File: config.mk
export PLATFORM = sky130hd
export DESIGN_NAME = bcd_conv_scheduler
export DESIGN_NICKNAME = d
export VERILOG_FILES = /design/src/rtl/bcd_sched_pkg.sv /design/src/rtl/bcd_rr_arbiter.sv /design/src/rtl/bcd_conv_scheduler.sv
export SDC_FILE = /design/constraint.sdc
export NUM_CORES = 1
export LEC_CHECK = 0
export ABC_AREA = 1
export BUFFER_PORTS_ARGS = -buffer_cell sky130_fd_sc_hd__clkbuf_2
export CORE_ASPECT_RATIO = 1.75
export CORE_MARGIN = 2
export CORE_UTILIZATION = 39
export DETAILED_ROUTE_END_ITERATION = 12
export HOLD_SLACK_MARGIN = 0.03
export MAX_ROUTING_LAYER = met4
export RECOVER_POWER = 50
export SETUP_SLACK_MARGIN = 0.3
export SLEW_MARGIN = 10
export SYNTH_ARGS = -nofsm -noshare
export SYNTH_HDL_FRONTEND = slang
export SYNTH_SLANG_ARGS = --single-unit
File: constraint.sdc
create_clock -name clk -period 3.9 [get_ports clk]
set_clock_uncertainty 0.15 [all_clocks]
set_input_delay 0.195 -clock clk [delete_from_list [all_inputs] [get_ports clk]]
set_output_delay 0.195 -clock clk [all_outputs]
set_load 0.05 [all_outputs]
File: src/rtl/bcd_sched_pkg.sv
// ---------------------------------------------------------------------------
// Package: bcd_sched_pkg
// Shared constants and types for the binary->BCD conversion scheduler.
//   BIN_W     operand width (values 0..127)
//   DIGIT_W   width of one BCD digit
//   TEN       subtrahend used by the iterative engine
//   state_t   scheduler FSM encoding
//   ptr_width helper: index width for a given channel count (minimum 1 bit)
// ---------------------------------------------------------------------------
package bcd_sched_pkg;

  localparam int BIN_W   = 7;
  localparam int DIGIT_W = 4;
  localparam logic [BIN_W-1:0] TEN = 7'd10;

  typedef enum logic [1:0] {
    ST_IDLE = 2'd0,
    ST_SUB  = 2'd1,
    ST_DONE = 2'd2
  } state_t;

  // A single-channel build still needs a 1-bit pointer/index.
  function automatic int ptr_width(input int n);
    return (n > 1) ? $clog2(n) : 1;
  endfunction

endpackage

File: src/rtl/bcd_rr_arbiter.sv
// ---------------------------------------------------------------------------
// Module: bcd_rr_arbiter
// Combinational round-robin arbiter. Grants the first requester at or after
// ptr, wrapping around to channel 0.
//   req      in   NUM_CH   request vector
//   ptr      in   PTR_W    highest-priority channel this round
//   gnt      out  NUM_CH   one-hot grant (all zero when no request)
//   gnt_idx  out  PTR_W    index of the granted channel
//   any      out  1        at least one request present
// ---------------------------------------------------------------------------
module bcd_rr_arbiter #(
  parameter int NUM_CH = 4,
  parameter int PTR_W  = 2
) (
  input  logic [NUM_CH-1:0] req,
  input  logic [PTR_W-1:0]  ptr,
  output logic [NUM_CH-1:0] gnt,
  output logic [PTR_W-1:0]  gnt_idx,
  output logic              any
);

  // Two passes avoid modulo index arithmetic: the first finds the lowest
  // requester at or above ptr; only if none exists does the second pass pick
  // the lowest requester overall, which is then necessarily below ptr.
  always_comb begin
    gnt     = '0;
    gnt_idx = '0;
    any     = 1'b0;
    for (int c = 0; c < NUM_CH; c++) begin
      if (!any && req[c] && (c >= int'(ptr))) begin
        any     = 1'b1;
        gnt[c]  = 1'b1;
        gnt_idx = PTR_W'(c);
      end
    end
    for (int c = 0; c < NUM_CH; c++) begin
      if (!any && req[c]) begin
        any     = 1'b1;
        gnt[c]  = 1'b1;
        gnt_idx = PTR_W'(c);
      end
    end
  end

endmodule

File: src/rtl/bcd_conv_scheduler.sv
// ---------------------------------------------------------------------------
// Module: bcd_conv_scheduler
// One iterative binary->BCD engine (repeated subtract-10) shared among NUM_CH
// requesters by round-robin arbitration, with a held set of BCD digit
// registers per channel for the 7-segment display drivers.
//
// Configuration macro: BCD_SCHED_HUNDREDS_EN
//   defined   : values >= 100 produce a hundreds digit (hund_flat port)
//   undefined : values >= 100 saturate the display at 99 and raise ovf
//
// Ports
//   clk        in   1           system clock, rising edge
//   rst        in   1           asynchronous active-low reset
//   req        in   NUM_CH      level request per channel, held until ack
//   bin_flat   in   NUM_CH*7    channel c operand at [c*7+:7], sampled at grant
//   ack        out  NUM_CH      1-cycle pulse when a channel's digits update
//   ones_flat  out  NUM_CH*4    channel c ones digit at [c*4+:4]
//   tens_flat  out  NUM_CH*4    channel c tens digit at [c*4+:4]
//   hund_flat  out  NUM_CH      hundreds digit (0/1) per channel (macro defined)
//   ovf        out  NUM_CH      >99 flag, held until that channel's next
//                               conversion (macro undefined)
//   busy       out  1           high whenever the FSM is not idle
// ---------------------------------------------------------------------------
module bcd_conv_scheduler
  import bcd_sched_pkg::*;
#(
  parameter int NUM_CH = 4
) (
  input  logic                      clk,
  input  logic                      rst,
  input  logic [NUM_CH-1:0]         req,
  input  logic [NUM_CH*BIN_W-1:0]   bin_flat,
  output logic [NUM_CH-1:0]         ack,
  output logic [NUM_CH*DIGIT_W-1:0] ones_flat,
  output logic [NUM_CH*DIGIT_W-1:0] tens_flat,
`ifdef BCD_SCHED_HUNDREDS_EN
  output logic [NUM_CH-1:0]         hund_flat,
`else
  output logic [NUM_CH-1:0]         ovf,
`endif
  output logic                      busy
);

  localparam int PTR_W = ptr_width(NUM_CH);

  // Engine and scheduler state
  state_t               state_reg;
  logic [BIN_W-1:0]     opnd_reg;
  logic [DIGIT_W-1:0]   tens_cnt_reg;
  logic [PTR_W-1:0]     ch_reg;
  logic [NUM_CH-1:0]    gnt_reg;
  logic [PTR_W-1:0]     ptr_reg;
  logic [NUM_CH-1:0]    ack_reg;
  logic                 busy_reg;

  // Per-channel held results; flag_reg is the hundreds digit or the ovf bit
  logic [DIGIT_W-1:0]   ones_reg [NUM_CH];
  logic [DIGIT_W-1:0]   tens_reg [NUM_CH];
  logic [NUM_CH-1:0]    flag_reg;

  // Arbiter interface
  logic [NUM_CH-1:0]    gnt;
  logic [PTR_W-1:0]     gnt_idx;
  logic                 any;
  logic [PTR_W-1:0]     ptr_next;

  // Operand view per channel
  logic [BIN_W-1:0]     bin_arr [NUM_CH];

  // Final digits computed from the engine state once opnd < 10
  logic [DIGIT_W-1:0]   res_ones;
  logic [DIGIT_W-1:0]   res_tens;
  logic                 res_flag;

  genvar gi;
  generate
    for (gi = 0; gi < NUM_CH; gi++) begin : g_chan
      assign bin_arr[gi]                          = bin_flat[gi*BIN_W +: BIN_W];
      assign ones_flat[gi*DIGIT_W +: DIGIT_W]     = ones_reg[gi];
      assign tens_flat[gi*DIGIT_W +: DIGIT_W]     = tens_reg[gi];
    end
  endgenerate

  bcd_rr_arbiter #(
    .NUM_CH (NUM_CH),
    .PTR_W  (PTR_W)
  ) u_arb (
    .req     (req),
    .ptr     (ptr_reg),
    .gnt     (gnt),
    .gnt_idx (gnt_idx),
    .any     (any)
  );

  // Priority moves to the channel just after the winner.
  assign ptr_next = (gnt_idx == PTR_W'(NUM_CH-1)) ? '0 : gnt_idx + PTR_W'(1);

  // In SUB with opnd < 10 the remainder is the ones digit and tens_cnt holds
  // floor(bin/10), which reaches at most 12 for a 7-bit operand.
  always_comb begin
    res_ones = opnd_reg[DIGIT_W-1:0];
    res_tens = tens_cnt_reg;
    res_flag = 1'b0;
    if (tens_cnt_reg >= 4'd10) begin
`ifdef BCD_SCHED_HUNDREDS_EN
      res_flag = 1'b1;
      res_tens = tens_cnt_reg - 4'd10;
`else
      res_flag = 1'b1;
      res_ones = 4'd9;
      res_tens = 4'd9;
`endif
    end
  end

  always_ff @(posedge clk or negedge rst) begin
    if (!rst) begin
      state_reg    <= ST_IDLE;
      opnd_reg     <= '0;
      tens_cnt_reg <= '0;
      ch_reg       <= '0;
      gnt_reg      <= '0;
      ptr_reg      <= '0;
      ack_reg      <= '0;
      busy_reg     <= 1'b0;
      flag_reg     <= '0;
      for (int c = 0; c < NUM_CH; c++) begin
        ones_reg[c] <= '0;
        tens_reg[c] <= '0;
      end
    end else begin
      case (state_reg)
        ST_IDLE: begin
          if (any) begin
            opnd_reg     <= bin_arr[gnt_idx];
            tens_cnt_reg <= '0;
            ch_reg       <= gnt_idx;
            gnt_reg      <= gnt;
            ptr_reg      <= ptr_next;
            busy_reg     <= 1'b1;
            state_reg    <= ST_SUB;
          end
        end
        ST_SUB: begin
          if (opnd_reg >= TEN) begin
            opnd_reg     <= opnd_reg - TEN;
            tens_cnt_reg <= tens_cnt_reg + 4'd1;
          end else begin
            ones_reg[ch_reg] <= res_ones;
            tens_reg[ch_reg] <= res_tens;
            flag_reg[ch_reg] <= res_flag;
            // gnt_reg is one-hot, so only the served channel is acked.
            ack_reg          <= gnt_reg;
            state_reg        <= ST_DONE;
          end
        end
        ST_DONE: begin
          // req is not looked at here; the requester gets this cycle to drop it.
          ack_reg   <= '0;
          busy_reg  <= 1'b0;
          state_reg <= ST_IDLE;
        end
        default: begin
          ack_reg   <= '0;
          busy_reg  <= 1'b0;
          state_reg <= ST_IDLE;
        end
      endcase
    end
  end

  assign ack  = ack_reg;
  assign busy = busy_reg;
`ifdef BCD_SCHED_HUNDREDS_EN
  assign hund_flat = flag_reg;
`else
  assign ovf       = flag_reg;
`endif

endmodule
## Yosys cells after proc, flatten, opt, wreduce, memory -nomap -nowiden

Index checks and enable logic that the tools add are counted.

- $add $sub $neg: 3
- $lt $le $gt $ge: 10
- Eq/ne operators: 5
- Muxes and demuxes: 49
- Bitwise gates (word level): 5
- Reductions and logical operators: 27

Operator list:

| kind | number |
|---|---|
| $bwmux W16 | 2 |
| $mux W7 | 4 |
| $mux W4 | 6 |
| $mux W1 | 19 |
| $mux W2 | 9 |
| $pmux W4 S2 | 2 |
| $bmux W7 S2 | 1 |
| $pmux W7 S2 | 1 |
| $logic_and A1 B1 Y1 | 12 |
| $reduce_and A2 Y1 | 5 |
| $demux W4 S2 | 1 |
| $ge A7 B4 Y1 const B | 1 |
| $logic_not A1 Y1 | 7 |
| $sub A7 B4 Y7 const B | 1 |
| $ge A3 B3 Y1 const B | 2 |
| $ne A2 B2 Y1 const B | 3 |
| $not A2 Y3 | 2 |
| $add A4 B1 Y4 const B | 1 |
| $bwmux W4 | 1 |
| $ge A1 B2 Y1 const A | 2 |
| $ge A4 B4 Y1 const B | 1 |
| $pmux W2 S2 | 1 |
| $lt A2 B3 Y1 const B | 1 |
| $lt A3 B1 Y1 const B | 1 |
| other kinds (11) | 13 |

- Register bits after elaboration: 62
- Input bits: 34
- Word-level logic and storage cells: 116

## Longest topological paths before layout

Gate-level depths: netlist of the first run.

- Depth after elaboration: 32
- Gate-level depth with buffers: 14
- Gate-level depth less buffers: 13

## Cells and area by module

A second synthesis of the first run with hierarchy kept.

- Cell total of the unflattened synthesis: 402
- Area, all modules: 3114.2 µm²

By module, submodules not included:

| module | instances | cells each | area an instance (µm²) | sequential area each (µm²) |
|---|---|---|---|---|
| bcd_conv_scheduler | 1 | 373 | 2967.8 | 1551.5 |
| bcd_rr_arbiter | 1 | 29 | 146.4 | 0.0 |

## Worst setup path before layout of the first run

Ideal clock, no wire load.

- Kind: reg2reg
- From: reg opnd_reg[1]
- To: reg flag_reg[0] (netlist: ovf[0])
- Library setup time: 131 ps
- Arrival time: 1713 ps
- Data required time: 3619 ps
- Path slack: 1906 ps
- Stages on the path, launching flop included: 15
- Period minus slack after synthesis: 1994 ps
- Cells stage by stage: dfrtp_1 inv_1 ha_1 inv_1 nand2_2 nand2_2 nor2_4 nand3_2 nor2_4 inv_4 nor3_4 inv_2 buf_6 nand2_2 o21ai_2

- Longest elaborated chain between the ends: 3

RTL lines:

| element | line | text |
|---|---|---|
| from (decl) | bcd_conv_scheduler.sv:48 | `logic [BIN_W-1:0] opnd_reg;` |
| from (signal assigned) | bcd_conv_scheduler.sv:135 | `opnd_reg <= bin_arr[gnt_idx];` |
| from (signal assigned) | bcd_conv_scheduler.sv:146 | `opnd_reg <= opnd_reg - TEN;` |
| $ge A7 B4 Y1 | bcd_conv_scheduler.sv:145 | `if (opnd_reg >= TEN) begin` |
| $not A1 Y1 (no source line) | - |  |
| $reduce_and A2 Y1 (no source line) | - |  |
| to (signal, indexed assignment) | bcd_conv_scheduler.sv:151 | `flag_reg[ch_reg] <= res_flag;` |
| to (decl) | bcd_conv_scheduler.sv:59 | `logic [NUM_CH-1:0] flag_reg;` |

Every way passes these cells.
A chain may end at the register's enable or synchronous reset.

## Worst setup path in the final report of the first run

- From: reg opnd_reg[1]
- To: reg ones_reg, in the netlist ones_flat[11]

- Longest elaborated chain between the ends: 3

RTL lines:

| element | line | text |
|---|---|---|
| $ge A7 B4 Y1 | bcd_conv_scheduler.sv:145 |  |
| $not A1 Y1 (no source line) | - |  |
| $reduce_and A2 Y1 (no source line) | - |  |
| to (signal, indexed assignment) | bcd_conv_scheduler.sv:149 | `ones_reg[ch_reg] <= res_ones;` |
| to (decl) | bcd_conv_scheduler.sv:57 | `logic [DIGIT_W-1:0] ones_reg [NUM_CH];` |

Every way passes these cells.

==> results_dict.tcl, run 1 <==
set metrics [dict create \
    crit_path_start "opnd_reg[1]" \
    synth_ff_type "dfrtp_1" \
    finalHoldViolCount 0 \
    pre_cts_ws_ps 1620 \
    clk_pin_slew_ps 50 \
    grt_pass1_wl_um 12000 \
    setup_tns_ps 0 \
    internal_power_w 0.00178 \
    min_period_ps 2530 \
    cpMaxStageDelayCell "nand3_1" \
    finalCritPeriodShare 0.649 \
    drive_gt1_frac 0.193 \
    wl_per_cell_um 13.6 \
    tightestPinTransition_ps 1470 \
    crit_type "reg2reg" \
    slew_headroom 0.0167 \
    firstDrtPassIters 5 \
    final_nets 484 \
    setup_viol 0 \
    crit_chain "inv_1 -> ha_1 -> inv_1 -> nand2_2 -> nand2_2 -> nor2_4 -> nand3_2 -> nor2_1 -> nand3_1 -> inv_1 -> nand2_1 -> nand2_1" \
    antenna_found_initial 0 \
    clkLatencyLatePin_ps 330 \
    cts_root_buf "clkbuf_16" \
    cts_sinks 62 \
    slew_violations 0 \
    switching_power_w 0.00172 \
    p_leak_nw 1.92 \
    ios 75 \
    dr.first_iter.drc_count 183 \
    place_congestion 0.846 \
    grt_max_degree 36 \
    fp.dieW_um 71.5 \
    crit_fanout 12 \
    synthArstFlopShare 1.00 \
    die_area_um2 8740 \
    cp.arrival_ps 2650 \
    antenna_cells 0 \
    critPathBufInv 3 \
    cts_made_buffers 9 \
    switching_share 0.491 \
    hp-start "req[0]" \
    synth_edf_count 0 \
    die_h_um 122 \
    cts_max_path_buffers 2 \
    start_util 0.396 \
    p_seq_frac 0.313 \
    row_count 43 \
    grt_setup_unrepaired "no" \
    cpMostUsedCell "inv_1" \
    ys_types 36 \
    cpPeakStageDelay_ps 440 \
    grt_use_total 0.187 \
    syn_avg_cell_area_um2 8.53 \
    hp-class "in2reg" \
    grt-ovfl-total 0 \
    hold_slack_ps 66.9 \
    end_kind "flop" \
    final_antenna_net_count 0 \
    numPortBuffers 74 \
    postLayoutCellArea_um2 3770 \
    post_cts_buffers 0 \
    peakVddDrop_uv 356 \
    power.density_nw_per_um2 928 \
    p_comb_frac 0.483 \
    vias 2644 \
    rr_startpoint "opnd_reg[1]" \
    ys_warn_count 0 \
    cts_tree "yes" \
    clock.fmax_ghz 0.395 \
    finalWorstSetupSlack_ps 1370 \
    cts.htree.levels 3 \
    syn_nets 403 \
    dp_hpwl_um 5740 \
    critPathTopFamily "simple AND/OR/NAND/NOR gates" \
    crit_path_start_kind "flop" \
    core-area_um2 7860 \
    max_cap_violations 0 \
    grt_pass1_vias 2531 \
    vias_per_cell 4.90 \
    drc 0 \
    placed_area_um2 3550 \
    synth-seq-area-share 0.499 \
    wl_um 7340 \
    required_ps 4010 \
    syn-instance-count 365 \
    area_growth_pct 21.0 \
    syn_area_um2 3110 \
    clockPowerShare 0.204 \
    status "finished clean" \
    ys_seq_elements 62 \
]
[path summary, 6_finish.rpt]
kind                                 end  depth (start not counted)  slack, ps
max                        ones_flat[11]                         12       1370
max reg2reg                ones_flat[11]                         12       1370
min in group asynchronous   ones_flat[2]                          2        600
min reg2reg                 tens_flat[0]                          2        320
min                           gnt_reg[0]                          3         70
max in group asynchronous   tens_flat[8]                          3       1430
[layout make-up]
cell class                 count  area, um^2
multi-input combinational    260        1360
timing repair buffer          76         333
inverter                      37         144
sequential                    62        1550
clock buffer                  14         264
fill                         798        4090
tap                           90         113
clock inverter                 1        5.00
[cells in the final DEF, fill, tap and decap left out, types with 3 or more instances in the layout]
cell type  count
o21ai_0        6
nand4_1        4
nand3_2        8
clkbuf_16      9
nand2_1      133
nor2_1        21
nand2_4        3
nand3_1       28
ha_1           4
clkbuf_1      45
nor2_4         3
dfrtp_1       62
clkbuf_2      33
nand2_2        9
o21ai_2        4
inv_2          6
a21oi_1       10
o21ai_1        9
inv_1         29
[metal layers]
| metal | wire, um | share of wire | vias up | GRT usage |
|---|---|---|---|---|
| li1 | - | - | 1329 | - |
| met1 | 2830 | 0.39 | 1216 | 0.191 |
| met2 | 3870 | 0.53 | 85 | 0.325 |
| met3 | 429 | 0.058 | 14 | 0.0521 |
| met4 | 211 | 0.029 | 0 | 0.0920 |
| met5 | 0 | 0 | - | - |
[tightest hold or removal path: stages]
cell	delay, ps
clkbuf_2	130
o211ai_1	110
o21ai_1	70
[power groups by stage]
stage          registers (W)  logic [W]  clock network (W)
6_report             0.00109    0.00169           0.000712
3_3_place_gp         0.00110    0.00173                  0
2_1_floorplan        0.00157   0.000860                  0
3_5_place_dp         0.00111    0.00175                  0
5_1_grt              0.00112    0.00186           0.000758
4_1_cts              0.00110    0.00175           0.000729
[synthesized netlist by cell type (2+ instances only)]
cell / instances / share of area
nand2_1: 132 / 0.16
clkbuf_1: 2 / 0.0024
nand3_2: 8 / 0.026
o21ai_2: 4 / 0.011
nand4_1: 4 / 0.0080
inv_4: 2 / 0.0040
nand2_4: 3 / 0.011
dfrtp_1: 62 / 0.50
nor2_1: 20 / 0.024
nand2_2: 10 / 0.020
nor3_4: 2 / 0.010
xor2_1: 2 / 0.0056
ha_1: 4 / 0.016
inv_2: 6 / 0.0072
o21ai_1: 9 / 0.014
nand3_1: 28 / 0.045
buf_6: 2 / 0.0072
a21oi_1: 10 / 0.016
o22ai_1: 2 / 0.0040
nor2_4: 4 / 0.014
inv_1: 29 / 0.035
o21ai_0: 6 / 0.0097
[repair_timing]
action / CTS / global route
gates resized for setup: 0 / 0
hold buffers: 1 / 0
endpoints found under the hold margin: 27 / 0
[per-stage QoR]
stage	power (W)	utilization	instances
after floorplan	0.00243	-	365
after global placement	0.00283	0.452	524
after detailed placement	0.00285	0.452	524
after CTS	0.00358	0.488	540
after global routing	0.00374	0.479	540
final	0.00349	0.479	540
[cells by family (layout without fill, tap and decap cells)]
| family | Yosys count | in the layout | share of synthesized area |
|---|---|---|---|
| AOI/OAI and AO/OA | 39 | 39 | 0.0836 |
| xor gates and xnor gates | 2 | 2 | 0.00563 |
| adders and majority gates | 4 | 4 | 0.0161 |
| buffers and inverters | 43 | 128 | 0.0623 |
| DFF | 62 | 62 | 0.499 |
| and+or+nand+nor | 215 | 215 | 0.334 |
Note: power is estimated with default switching activity, not from simulation.
==> run 2, diff against run 1 <==
- clock period: 3.9 -> 2.3 ns (I/O delays scaled with it)
==> run 2 against run 1 <==
  * Critical path depth is 1 higher
  * Sequential power rose by 71%
  * Clock-buffer cell count is 5 lower
  * Largest cell class unchanged
  * Final area grew 15%
  * Non-clock buffer count is 46 higher
  * Largest power group unchanged
  * Wire length up 12%
==> results_dict.tcl, run 2 (synthesis gave the netlist of run 1 again) <==
set metrics [dict create \
    drc 0 \
    setup_tns_ps 0 \
    vias_per_cell 4.88 \
    grt_pass1_vias 2841 \
    cpPeakStageDelay_ps 400 \
    setup_viol 0 \
    cpMaxStageDelayCell "dfrtp_1" \
    required_ps 2370 \
    final_nets 530 \
    max_cap_violations 0 \
    crit_fanout 11 \
    cts_made_buffers 9 \
    final_cells 587 \
    die_h_um 122 \
    status "finished clean" \
    fillers 761 \
    vias 2864 \
    place_congestion 0.883 \
    tightestPinTransition_ps 1470 \
    dr.first_iter.drc_count 193 \
    grt-ovfl-total 0 \
    core-area_um2 7860 \
    finalWorstSetupSlack_ps 344 \
    crit_chain "inv_2 -> ha_4 -> inv_1 -> nand2_2 -> nand2_4 -> nor2_4 -> nand3_2 -> nor2_4 -> inv_4 -> nor3_4 -> inv_4 -> nand2_1 -> o21ai_2" \
    critPathBufInv 4 \
    antenna_cells 0 \
    grt_max_degree 37 \
    firstDrtPassIters 4 \
    cts_root_buf "clkbuf_16" \
    row_count 43 \
    final_cell_mix "nand2_1 (129), dfrtp_1 (62), clkbuf_1 (39), clkbuf_2 (35), dlygate4sd3_1 (31)" \
    cp.arrival_ps 2030 \
    finalHoldViolCount 0 \
    antenna_found_initial 0 \
    critPathTopFamily "simple AND/OR/NAND/NOR gates" \
    slew_headroom 0.0218 \
    hp-class "in2reg" \
    hp-start "bin_flat[20]" \
    grt_setup_unrepaired "yes" \
    slew_violations 0 \
    clock.fmax_ghz 0.511 \
    cts_max_path_buffers 2 \
    final_antenna_net_count 0 \
    area_growth_pct 39.0 \
    die_area_um2 8740 \
    finalCritPeriodShare 0.851 \
    crit_path_start "opnd_reg[1]" \
    clkLatencyLatePin_ps 330 \
    fp.dieW_um 71.5 \
    crit_type "reg2reg" \
    drive_gt1_frac 0.252 \
    grt_use_total 0.203 \
    cts_tree "yes" \
    numPortBuffers 74 \
    power.density_nw_per_um2 1490 \
    start_util 0.396 \
    peakVddDrop_uv 572 \
    min_period_ps 1960 \
    clk_pin_slew_ps 60 \
    final_common_cell "nand2_1" \
    crit_path_start_kind "flop" \
    ios 75 \
    rr_startpoint "opnd_reg[1]" \
    wl_per_cell_um 13.9 \
    end_kind "flop" \
    p_leak_nw 2.17 \
    placed_cells 531 \
    pre_cts_ws_ps 304 \
    cts.htree.levels 3 \
    dp_hpwl_um 5710 \
    cts_sinks 62 \
    grt_pass1_wl_um 13200 \
    wl_um 8180 \
]
==> run 2: metrics by stage <==
step	util	instance area, um^2	hold slack, ps	power (W)
6_report	0.550	4320	41.8	0.00645
3_3_place_gp	0.460	3620	39.1	0.00484
2_1_floorplan	-	3110	-331	0.00412
4_1_cts	0.540	4240	32.7	0.00639
5_1_grt	0.550	4320	86.1	0.00687
3_5_place_dp	0.460	3620	34.7	0.00490
==> run 2: timing repair <==
item,CTS,global route
buffers inserted,0,9
endpoints found under the hold margin,35,0
hold buffers,31,0
resized for setup,0,20
setup endpoints to repair,0,45
==> run 2: path summary, 6_finish.rpt <==
path / endpoint / slack, ps / cells after the start
worst min register to register: tens_flat[0] / 320 / 2
worst max register to register: tens_flat[3] / 340 / 13
max in group asynchronous: opnd_reg[4] / 620 / 2
worst max-delay path: tens_flat[3] / 340 / 13
worst min-delay path: opnd_reg[6] / 40 / 5
min in group asynchronous: tens_flat[15] / 510 / 2
==> run 2: power by group <==
part / internal [W] / switching (W) / total (W)
sequential: 0.00152 / 0.000340 / 0.00186
clock: 0.000940 / 0.000474 / 0.00141
combinational: 0.000905 / 0.00227 / 0.00317
==> run 2: routing by layer <==
metal,vias to the layer above,part of all wire,track usage
met2,94,0.54,0.348
met4,0,0.030,0.111
met3,17,0.052,0.0455
li1,1422,-,-
met5,-,0,-
met1,1331,0.38,0.213
==> run 2: cell type report <==
type                       instances  area [um^2]  share of cell area
clock inverter                     7         88.8              0.0205
clock buffer                       9          225              0.0521
inverter                          37          149              0.0344
sequential                        62         1550               0.359
tap                               90          113              0.0260
timing repair buffer             122          776               0.179
multi-input combinational        260         1420               0.329
==> run 2: worst min-delay path, cell delays in order <==
cell and delay [ps]:
clkbuf_2 80, nand3_1 70, nand3_1 90, nand3_2 80
a21oi_2 40
